==> config.mk <==
export PLATFORM = sky130hd
export DESIGN_NAME = nios2_oci_dct_unpacker
export DESIGN_NICKNAME = d
export VERILOG_FILES = /design/src/rtl/nios2_oci_dct_pkg.sv /design/src/rtl/nios2_oci_dct_fifo.sv /design/src/rtl/nios2_oci_dct_unpacker.sv
export SDC_FILE = /design/constraint.sdc
export NUM_CORES = 1
export LEC_CHECK = 0
export ABC_AREA = 0
export CAP_MARGIN = 0
export CORE_AREA = 2 2 76 114
export DETAILED_ROUTE_END_ITERATION = 10
export DIE_AREA = 0 0 78 116
export PLACE_DENSITY = 0.72
export REMOVE_ABC_BUFFERS = 1
export SLEW_MARGIN = 10
export SYNTH_ARGS = -nofsm -noshare
export SYNTH_HDL_FRONTEND = slang
export SYNTH_SLANG_ARGS = --single-unit
==> constraint.sdc <==
create_clock -name clk -period 1.93 [get_ports clk]
set_input_delay 0.2895 -clock clk [delete_from_list [all_inputs] [get_ports clk]]
set_output_delay 0.2895 -clock clk [all_outputs]
set_load 0.02 [all_outputs]
==> src/rtl/nios2_oci_dct_pkg.sv <==
// Shared types and helpers for the OCI debug compact-trace unpacker.
// Holds the unpacker state encoding and the pointer-width helper.
package nios2_oci_dct_pkg;

    typedef enum logic [1:0] {
        IDLE   = 2'd0,
        UNPACK = 2'd1,
        DRAIN  = 2'd2,
        ENDED  = 2'd3
    } dct_state_e;

    // Ceiling log2 usable in constant expressions (value >= 1).
    function automatic int dct_clog2(input int value);
        int result;
        result = 0;
        for (int i = 0; i < 31; i++) begin
            if ((1 << i) < value) begin
                result = i + 1;
            end
        end
        return result;
    endfunction

endpackage

==> src/rtl/nios2_oci_dct_fifo.sv <==
// First-word-fall-through FIFO of SLOT_W x FIFO_DEPTH trace slots.
// Head data reads as zero whenever the FIFO is empty.
module nios2_oci_dct_fifo
    import nios2_oci_dct_pkg::*;
#(
    parameter int SLOT_W     = 2,
    parameter int FIFO_DEPTH = 16
) (
    input  logic              clk,
    input  logic              rst_n,
    input  logic              i_push,
    input  logic [SLOT_W-1:0] i_data,
    input  logic              i_pop,
    output logic [SLOT_W-1:0] o_data,
    output logic              o_full,
    output logic              o_empty
);

    localparam int AW = dct_clog2(FIFO_DEPTH);

    logic [SLOT_W-1:0] r_mem [FIFO_DEPTH];
    logic [AW:0]       r_wr_ptr;
    logic [AW:0]       r_rd_ptr;

    logic w_empty;
    logic w_full;
    logic w_do_push;
    logic w_do_pop;

    // Extra pointer MSB distinguishes a full wrap from an empty FIFO.
    assign w_empty   = (r_wr_ptr == r_rd_ptr);
    assign w_full    = (r_wr_ptr[AW] != r_rd_ptr[AW]) &&
                       (r_wr_ptr[AW-1:0] == r_rd_ptr[AW-1:0]);
    assign w_do_pop  = i_pop & ~w_empty;
    assign w_do_push = i_push & (~w_full | w_do_pop);

    always_ff @(posedge clk or negedge rst_n) begin
        if (!rst_n) begin
            r_wr_ptr <= '0;
            r_rd_ptr <= '0;
        end else begin
            if (w_do_push) begin
                r_wr_ptr <= r_wr_ptr + 1'b1;
            end
            if (w_do_pop) begin
                r_rd_ptr <= r_rd_ptr + 1'b1;
            end
        end
    end

    // Storage needs no reset: stale entries are hidden by the pointers.
    always_ff @(posedge clk) begin
        if (w_do_push) begin
            r_mem[r_wr_ptr[AW-1:0]] <= i_data;
        end
    end

    assign o_data  = w_empty ? '0 : r_mem[r_rd_ptr[AW-1:0]];
    assign o_full  = w_full;
    assign o_empty = w_empty;

endmodule

==> src/rtl/nios2_oci_dct_unpacker.sv <==
// Unpacks DCT trace frames LSB-slot-first into a slot stream and sequences test end.
// Define OCI_DCT_STATS_EN to add the frame_cnt / slot_cnt statistics outputs.
module nios2_oci_dct_unpacker
    import nios2_oci_dct_pkg::*;
#(
    parameter int SLOT_W     = 2,
    parameter int SLOTS      = 15,
    parameter int CNT_W      = 4,
    parameter int FIFO_DEPTH = 16
) (
    input  logic                    clk,
    input  logic                    reset_n,
    input  logic                    dct_valid,
    output logic                    dct_ready,
    input  logic [SLOT_W*SLOTS-1:0] dct_buffer,
    input  logic [CNT_W-1:0]        dct_count,
    input  logic                    test_ending,
    output logic                    slot_valid,
    input  logic                    slot_ready,
    output logic [SLOT_W-1:0]       slot_data,
    output logic                    count_err,
    output logic                    test_has_ended
`ifdef OCI_DCT_STATS_EN
    ,
    output logic [31:0]             frame_cnt,
    output logic [31:0]             slot_cnt
`endif
);

    localparam logic [CNT_W-1:0] SLOTS_C = CNT_W'(SLOTS);
    localparam logic [CNT_W-1:0] ONE_C   = CNT_W'(1);

    dct_state_e                r_state;
    logic [SLOT_W*SLOTS-1:0]   r_shift;
    logic [CNT_W-1:0]          r_remain;
    logic                      r_end_latch;
    logic                      r_dct_ready;
    logic                      r_count_err;
    logic                      r_test_has_ended;

    logic                      w_accept;
    logic                      w_end_req;
    logic                      w_cnt_over;
    logic [CNT_W-1:0]          w_cnt_clamp;
    logic                      w_fifo_full;
    logic                      w_fifo_empty;
    logic                      w_push_ok;
    logic [SLOT_W-1:0]         w_fifo_data;

    assign w_accept    = dct_valid & r_dct_ready;
    assign w_end_req   = r_end_latch | test_ending;
    assign w_cnt_over  = (dct_count > SLOTS_C);
    assign w_cnt_clamp = w_cnt_over ? SLOTS_C : dct_count;

    // A full FIFO still takes a slot when the consumer pops in the same cycle.
    assign w_push_ok = (r_state == UNPACK) &
                       (~w_fifo_full | (slot_ready & ~w_fifo_empty));

    nios2_oci_dct_fifo #(
        .SLOT_W     (SLOT_W),
        .FIFO_DEPTH (FIFO_DEPTH)
    ) u_fifo (
        .clk     (clk),
        .rst_n   (reset_n),
        .i_push  (w_push_ok),
        .i_data  (r_shift[SLOT_W-1:0]),
        .i_pop   (slot_ready),
        .o_data  (w_fifo_data),
        .o_full  (w_fifo_full),
        .o_empty (w_fifo_empty)
    );

    always_ff @(posedge clk or negedge reset_n) begin
        if (!reset_n) begin
            r_state          <= IDLE;
            r_shift          <= '0;
            r_remain         <= '0;
            r_end_latch      <= 1'b0;
            r_dct_ready      <= 1'b0;
            r_count_err      <= 1'b0;
            r_test_has_ended <= 1'b0;
        end else begin
            if (test_ending) begin
                r_end_latch <= 1'b1;
            end
            case (r_state)
                IDLE: begin
                    if (w_accept) begin
                        r_shift  <= dct_buffer;
                        r_remain <= w_cnt_clamp;
                        if (w_cnt_over) begin
                            r_count_err <= 1'b1;
                        end
                    end
                    // An accepted frame is always unpacked before the end request is honoured.
                    if (w_accept && (w_cnt_clamp != '0)) begin
                        r_state     <= UNPACK;
                        r_dct_ready <= 1'b0;
                    end else if (w_end_req) begin
                        r_state     <= DRAIN;
                        r_dct_ready <= 1'b0;
                    end else begin
                        r_dct_ready <= 1'b1;
                    end
                end
                UNPACK: begin
                    r_dct_ready <= 1'b0;
                    if (w_push_ok) begin
                        r_shift  <= r_shift >> SLOT_W;
                        r_remain <= r_remain - 1'b1;
                        if (r_remain == ONE_C) begin
                            if (w_end_req) begin
                                r_state <= DRAIN;
                            end else begin
                                r_state     <= IDLE;
                                r_dct_ready <= 1'b1;
                            end
                        end
                    end
                end
                DRAIN: begin
                    r_dct_ready <= 1'b0;
                    if (w_fifo_empty) begin
                        r_state          <= ENDED;
                        r_test_has_ended <= 1'b1;
                    end
                end
                ENDED: begin
                    r_dct_ready <= 1'b0;
                end
                default: begin
                    r_state     <= IDLE;
                    r_dct_ready <= 1'b0;
                end
            endcase
        end
    end

`ifdef OCI_DCT_STATS_EN
    logic [31:0] r_frame_cnt;
    logic [31:0] r_slot_cnt;

    // Counters saturate and stop once the end of test has been reported.
    always_ff @(posedge clk or negedge reset_n) begin
        if (!reset_n) begin
            r_frame_cnt <= '0;
            r_slot_cnt  <= '0;
        end else if (!r_test_has_ended) begin
            if (w_accept && (r_frame_cnt != '1)) begin
                r_frame_cnt <= r_frame_cnt + 32'd1;
            end
            if (slot_ready && !w_fifo_empty && (r_slot_cnt != '1)) begin
                r_slot_cnt <= r_slot_cnt + 32'd1;
            end
        end
    end

    assign frame_cnt = r_frame_cnt;
    assign slot_cnt  = r_slot_cnt;
`endif

    assign dct_ready      = r_dct_ready;
    assign slot_valid     = ~w_fifo_empty;
    assign slot_data      = w_fifo_data;
    assign count_err      = r_count_err;
    assign test_has_ended = r_test_has_ended;

endmodule

# == Word-level counts from Yosys, hierarchy flattened ==
# Memory sizes are Yosys's and may differ from the RTL's.
# Index checks and enable logic that the tools add are counted.
# word_totals
latchBits,0
mem_count,1
wordCells,67
ram_bits,32
output_inout_bits,6
input_bits,39
register_bits,50
romBits,0
# op_classes
n_lt_le_gt_ge,1
bitwise,8
reduce_logical,11
n_addsub,3
shift,0
eq_ne,12
mul,0
div,0
n_mux,22
# mem_list
name,depth,width,read_ports,rd_ports_with_merged_regs,write_ports,line_no,text
u_fifo.r_mem,16,2,1,0,1,nios2_oci_dct_fifo.sv:21,logic [SLOT_W-1:0] r_mem [FIFO_DEPTH];
# ops
operator,n
30-bit 2-to-1 mux,2
30-bit one-hot mux with 2 select lines,1
2-bit 2-to-1 mux,7
4-bit 2-to-1 mux,3
5-bit by 1-bit adder with 5-bit output (second input constant),2
4-bit one-hot mux with 2 select lines,1
1-bit 2-to-1 mux,6
2-bit by 1-bit inequality test with 1-bit output (second input constant),3
2-bit one-hot mux with 3 select lines,1
3-bit AND reduction,2
5-bit equality test,1
5-bit AND reduction,1
1-bit bitwise AND,4
2-bit equality test (second input constant),2
4-bit by 1-bit equality test with 1-bit output (second input constant),1
4-bit equality test,1
4-bit greater-than comparator (second input constant),1
4-bit nonzero test,1
4-bit by 1-bit subtractor with 4-bit output (second input constant),1
3-bit inequality test (second input constant),1
1-bit one-hot mux with 3 select lines,1
3-bit nonzero test,1
2-bit by 1-bit equality test with 1-bit output (second input constant),1
1-bit logical AND,2
8 further kinds,10

# == Logic depth before layout (Yosys ltp) ==
# depth
depth_word,8
mapped_depth,8
depth_no_buf,7

# == Modules after synthesis ==
# A second synthesis with hierarchy kept.
# hier_totals
hier_cells,328
area_unflattened_um2,4008.8
# by_module_without_submodules
mod,cells_each,instances,seq_area_each_um2,area_per_inst_um2
nios2_oci_dct_unpacker,202,1,975.9,2018.2
nios2_oci_dct_fifo,126,1,1211.2,1990.7

# == Least setup slack after synthesis ==
# Ideal clock, no wire load.
# synth_timing
kind,register to output
startpoint,register u_fifo.r_rd_ptr[0]
endpoint,output port slot_data[0]
n_path_buf,1
t_arrival_ns,1.679
setup_slack_ns,-0.038
required_ns,1.640
stages_incl_launch_ff,6
cell_sequence,dfrtp_1 -> buf_2 -> mux4_2 -> nor2b_1 -> a211oi_1 -> a211oi_1
# synth_via
elab_chain_len,2
word_cells_on_any_way,3
classes_between,1 x eq/ne; 1 x mux; 1 x memory
# synth_lines
item,line_no,text
"start, declared",nios2_oci_dct_fifo.sv:23,logic [AW:0] r_rd_ptr;
"start signal, assigned",nios2_oci_dct_fifo.sv:46,r_rd_ptr <= r_rd_ptr + 1'b1;
memory 16 x 2 bit / 5-bit equality test (equally long branches),--,
2-bit 2-to-1 mux (*),nios2_oci_dct_fifo.sv:58,assign o_data = w_empty ? '0 : r_mem[r_rd_ptr[AW-1:0]];
"end, declared",nios2_oci_dct_unpacker.sv:20,"output logic [SLOT_W-1:0] slot_data,"
# Mark *: on every way between the ends. The rest lies on a longest branch, timed or not.

# == Worst setup path in the final report ==
# Same ends and word-level chain as after synthesis.

==> summary.txt <==
Outcome
  • Status: finished with violations
  • Failing checks: setup timing

Clock network
  • Clock sinks: 81
  • CTS tree: built
  • Root buffer cell: clkbuf_16
  • Buffer depth of the longest clock path: 2
  • Worst skew pair latency: 350 ps
  • TritonCTS buffer count: 9
  • Htree depth: 3
  • Clock slew at reported path FFs: 60 ps

Route
  • Initial DRC count: around 150
  • DRC violations left: 0
  • Routed WL per cell: 17.0 um
  • Detailed-route via count: around 2,800
  • Routed Antenna Nets: 0
  • Final wirelength: 8960 um
  • DR vias/cell: about 5.3
  • Drt pass-1 iters: 4

Job
  • Max-cap violations: 0

Finish
  • Register area: about 0.0022 mm^2
  • Share of layout cells above drive strength 1: 26.4%
  • Synth-to-Final Area Change: 34.5%
  • Most frequent cells in the layout: dfrtp_1, nand2_1, clkdlybuf4s50_1, buf_4, mux2i_1
  • Number of antenna diodes: 0
  • Most common cell after layout, fill and taps aside: dfrtp_1
  • Filler instances: 612
  • Multi-input gate area: 0.00170 mm^2
  • Post-layout nets: roughly 470

STA
  • Period utilization: 112%
  • Unrepaired setup endpoints after global routing: yes
  • Final setup fails: 10
  • Hold_ws: 435 ps
  • Clock Skews: 5.12 ps
  • F_max: 465 MHz
  • Hold Fails Final Rpt: 0
  • Setup WS post-layout: -222 ps
  • Final worst path period need: 2150 ps
  • Max Slew Vio Count: 0

GRT
  • Vias in the first global route: 2,832
  • Initial antenna violation count: 0
  • First-pass GRT wire length: 13,500 um
  • GR Overflow Total: 0
  • Gr usage total: 20.0%
  • Largest net degree at the start of global routing: 32

Power and ir drop
  • Power per Cell Area: between 1000 and 1500 mW/mm^2
  • Combinational Power Share: 43.2%
  • Sw Ratio: 34.4%
  • Seq pwr share: between 30% and 40%
  • Clock network power share: around a fifth
  • Total Power: 7.79 mW
  • Switching power: 2.68 mW
  • Lkg Pwr: 2.27 nW
  • Cell-internal power: 5.11 mW
  • VDD IR max: 0.783 mV

Synthesis
  • Netlist Area Pre-Place: 0.00399 mm^2
  • Asr flop ratio synth: 60.5%
  • Seq/Total Area, Yosys: between 50% and 60%
  • Synth warn: 0
  • Main synth FF type: dfrtp_1
  • Post-synth top area share: 30.7%
  • Cells after synthesis: 323
  • Largest cells by area after synthesis: dfrtp_1, edfxtp_1, mux2i_1
  • Post-synth EDFFs: 32
  • Synth area leader: dfrtp_1
  • Number of distinct library cells after synthesis: 44
  • Yosys reg bits: 81
  • Mean Syn Cell Area: between 10 and 15 um^2

Setup path
  • Setup crit start kind: register
  • Critical Path RT: 1640 ps
  • Crit Path Class: register to primary output
  • Crit Path Max Fanout: 4
  • Arr. time, crit path: 1860 ps
  • Worst setup EP type: primary output

Placement
  • IO Port Bufs: between 40 and 50
  • Post-DP HPWL: 5800 um
  • GPL Wtd Cong: between 0.7 and 0.8

Floorplanning
  • Initial core utilization: approximately 50%
  • FP Rows: 40
  • Die height: about 120 um
  • Die area: 0.00905 mm^2
  • Ports: 45
  • Die W: slightly below 80 um
  • Placeable Area: ~0.0080 mm^2

Hold path
  • HP Class: input pin to asynchronous set/reset pin
## cell type report
type	instances	share of cell area [%]
flip-flops and latches	81	40.8
multi-input cells	212	31.7
repair buffers	101	19.0
clock buffers	12	4.85
well taps	105	2.45
inverters	11	0.815
clock inverters	4	0.489
## synthesized netlist by cell type, types with 4 or more instances
master and n:
dfrtp_1 49, nand2_1 40, mux2i_1 34, edfxtp_1 32
o21ai_1 21, and3_1 17, o21ai_0 13, ha_1 12
inv_1 10, nor2_1 10, buf_6 9, xnor2_1 9
mux4_2 8, a211oi_1 6, buf_2 6, nand3_1 5
clkbuf_1 4, nor2b_1 4
## per-stage QoR
stage	setup slack [ps]	TNS, ps	area (um^2)	cells	util, %
global placement	-312	-3090	4760	494	59.4
CTS	-233	-627	5190	518	64.9
detailed placement	-347	-6770	4760	494	59.4
floorplan	-1880	-90450	3840	303	-
finish	-222	-751	5370	526	67.1
global route	-285	-3410	5370	526	67.1
## final timing paths
path / start / end / slack [ps] / depth (start not counted)
max in group asynchronous: reset_n / r_shift[3]$_DFFE_PN0P_ / 970 / 3
hold reg to reg: test_has_ended$_DFFE_PN0P_ / test_has_ended$_DFFE_PN0P_ / 460 / 1
setup reg to reg: u_fifo.r_rd_ptr[0]$_DFFE_PN0P_ / r_state[1]$_DFFE_PN0P_ / -120 / 9
hold / removal: reset_n / r_shift[29]$_DFFE_PN0P_ / 430 / 2
setup / recovery: u_fifo.r_rd_ptr[0]$_DFFE_PN0P_ / slot_data[0] / -220 / 6
min in group clk: test_has_ended$_DFFE_PN0P_ / test_has_ended$_DFFE_PN0P_ / 460 / 1
## routing by layer
metal | track usage [%] | share of wire [%]
met1 | 20.8 | 37
met4 | 9.01 | 2.6
met5 | 0 | 0
met3 | 5.92 | 3.0
met2 | 36.8 | 58
## flip-flops by register name (all words and copies together), names as in the netlist, 2 cells and up
name	count
r_remain	4
r_shift	30
r_state	2
u_fifo.r_mem	32
u_fifo.r_rd_ptr	5
u_fifo.r_wr_ptr	5
## critical path, cell delays in order, from the launching register on
cell	delay (ps)
dfrtp_2	420
buf_6	110
mux4_2	490
nor2b_4	140
a211oi_2	140
a211oi_1	60
buf_2	160
## logic make-up after synthesis
family	count (synthesis)	share of synthesized area, %
flops	81	54.8
compound gates	53	8.59
fa+ha+maj	12	3.76
simple gates	88	10.8
mux	44	13.6
other cells	1	0.0939
xor+xnor	13	3.51
buf+inv	31	4.89
## power by group through the flow
stage | sequential (mW) | clock (mW) | combinational [mW]
finish | 2.81 | 1.62 | 3.37
global route | 2.88 | 1.72 | 3.68
CTS | 2.81 | 1.64 | 3.09
detailed placement | 2.82 | 0 | 2.83
global placement | 2.78 | 0 | 2.74
floorplan | 2.79 | 0 | 1.66
## repair_timing
action | in CTS | in global routing
cloned | 1 | 7
hold buffers | 1 | 0
setup buffers | 6 | 1
pin swaps | 8 | 5
gates resized for setup | 38 | 13
hold endpoints to repair | 19 | 0
setup endpoints to repair | 67 | 66
Power figures use the tool's default switching activity.
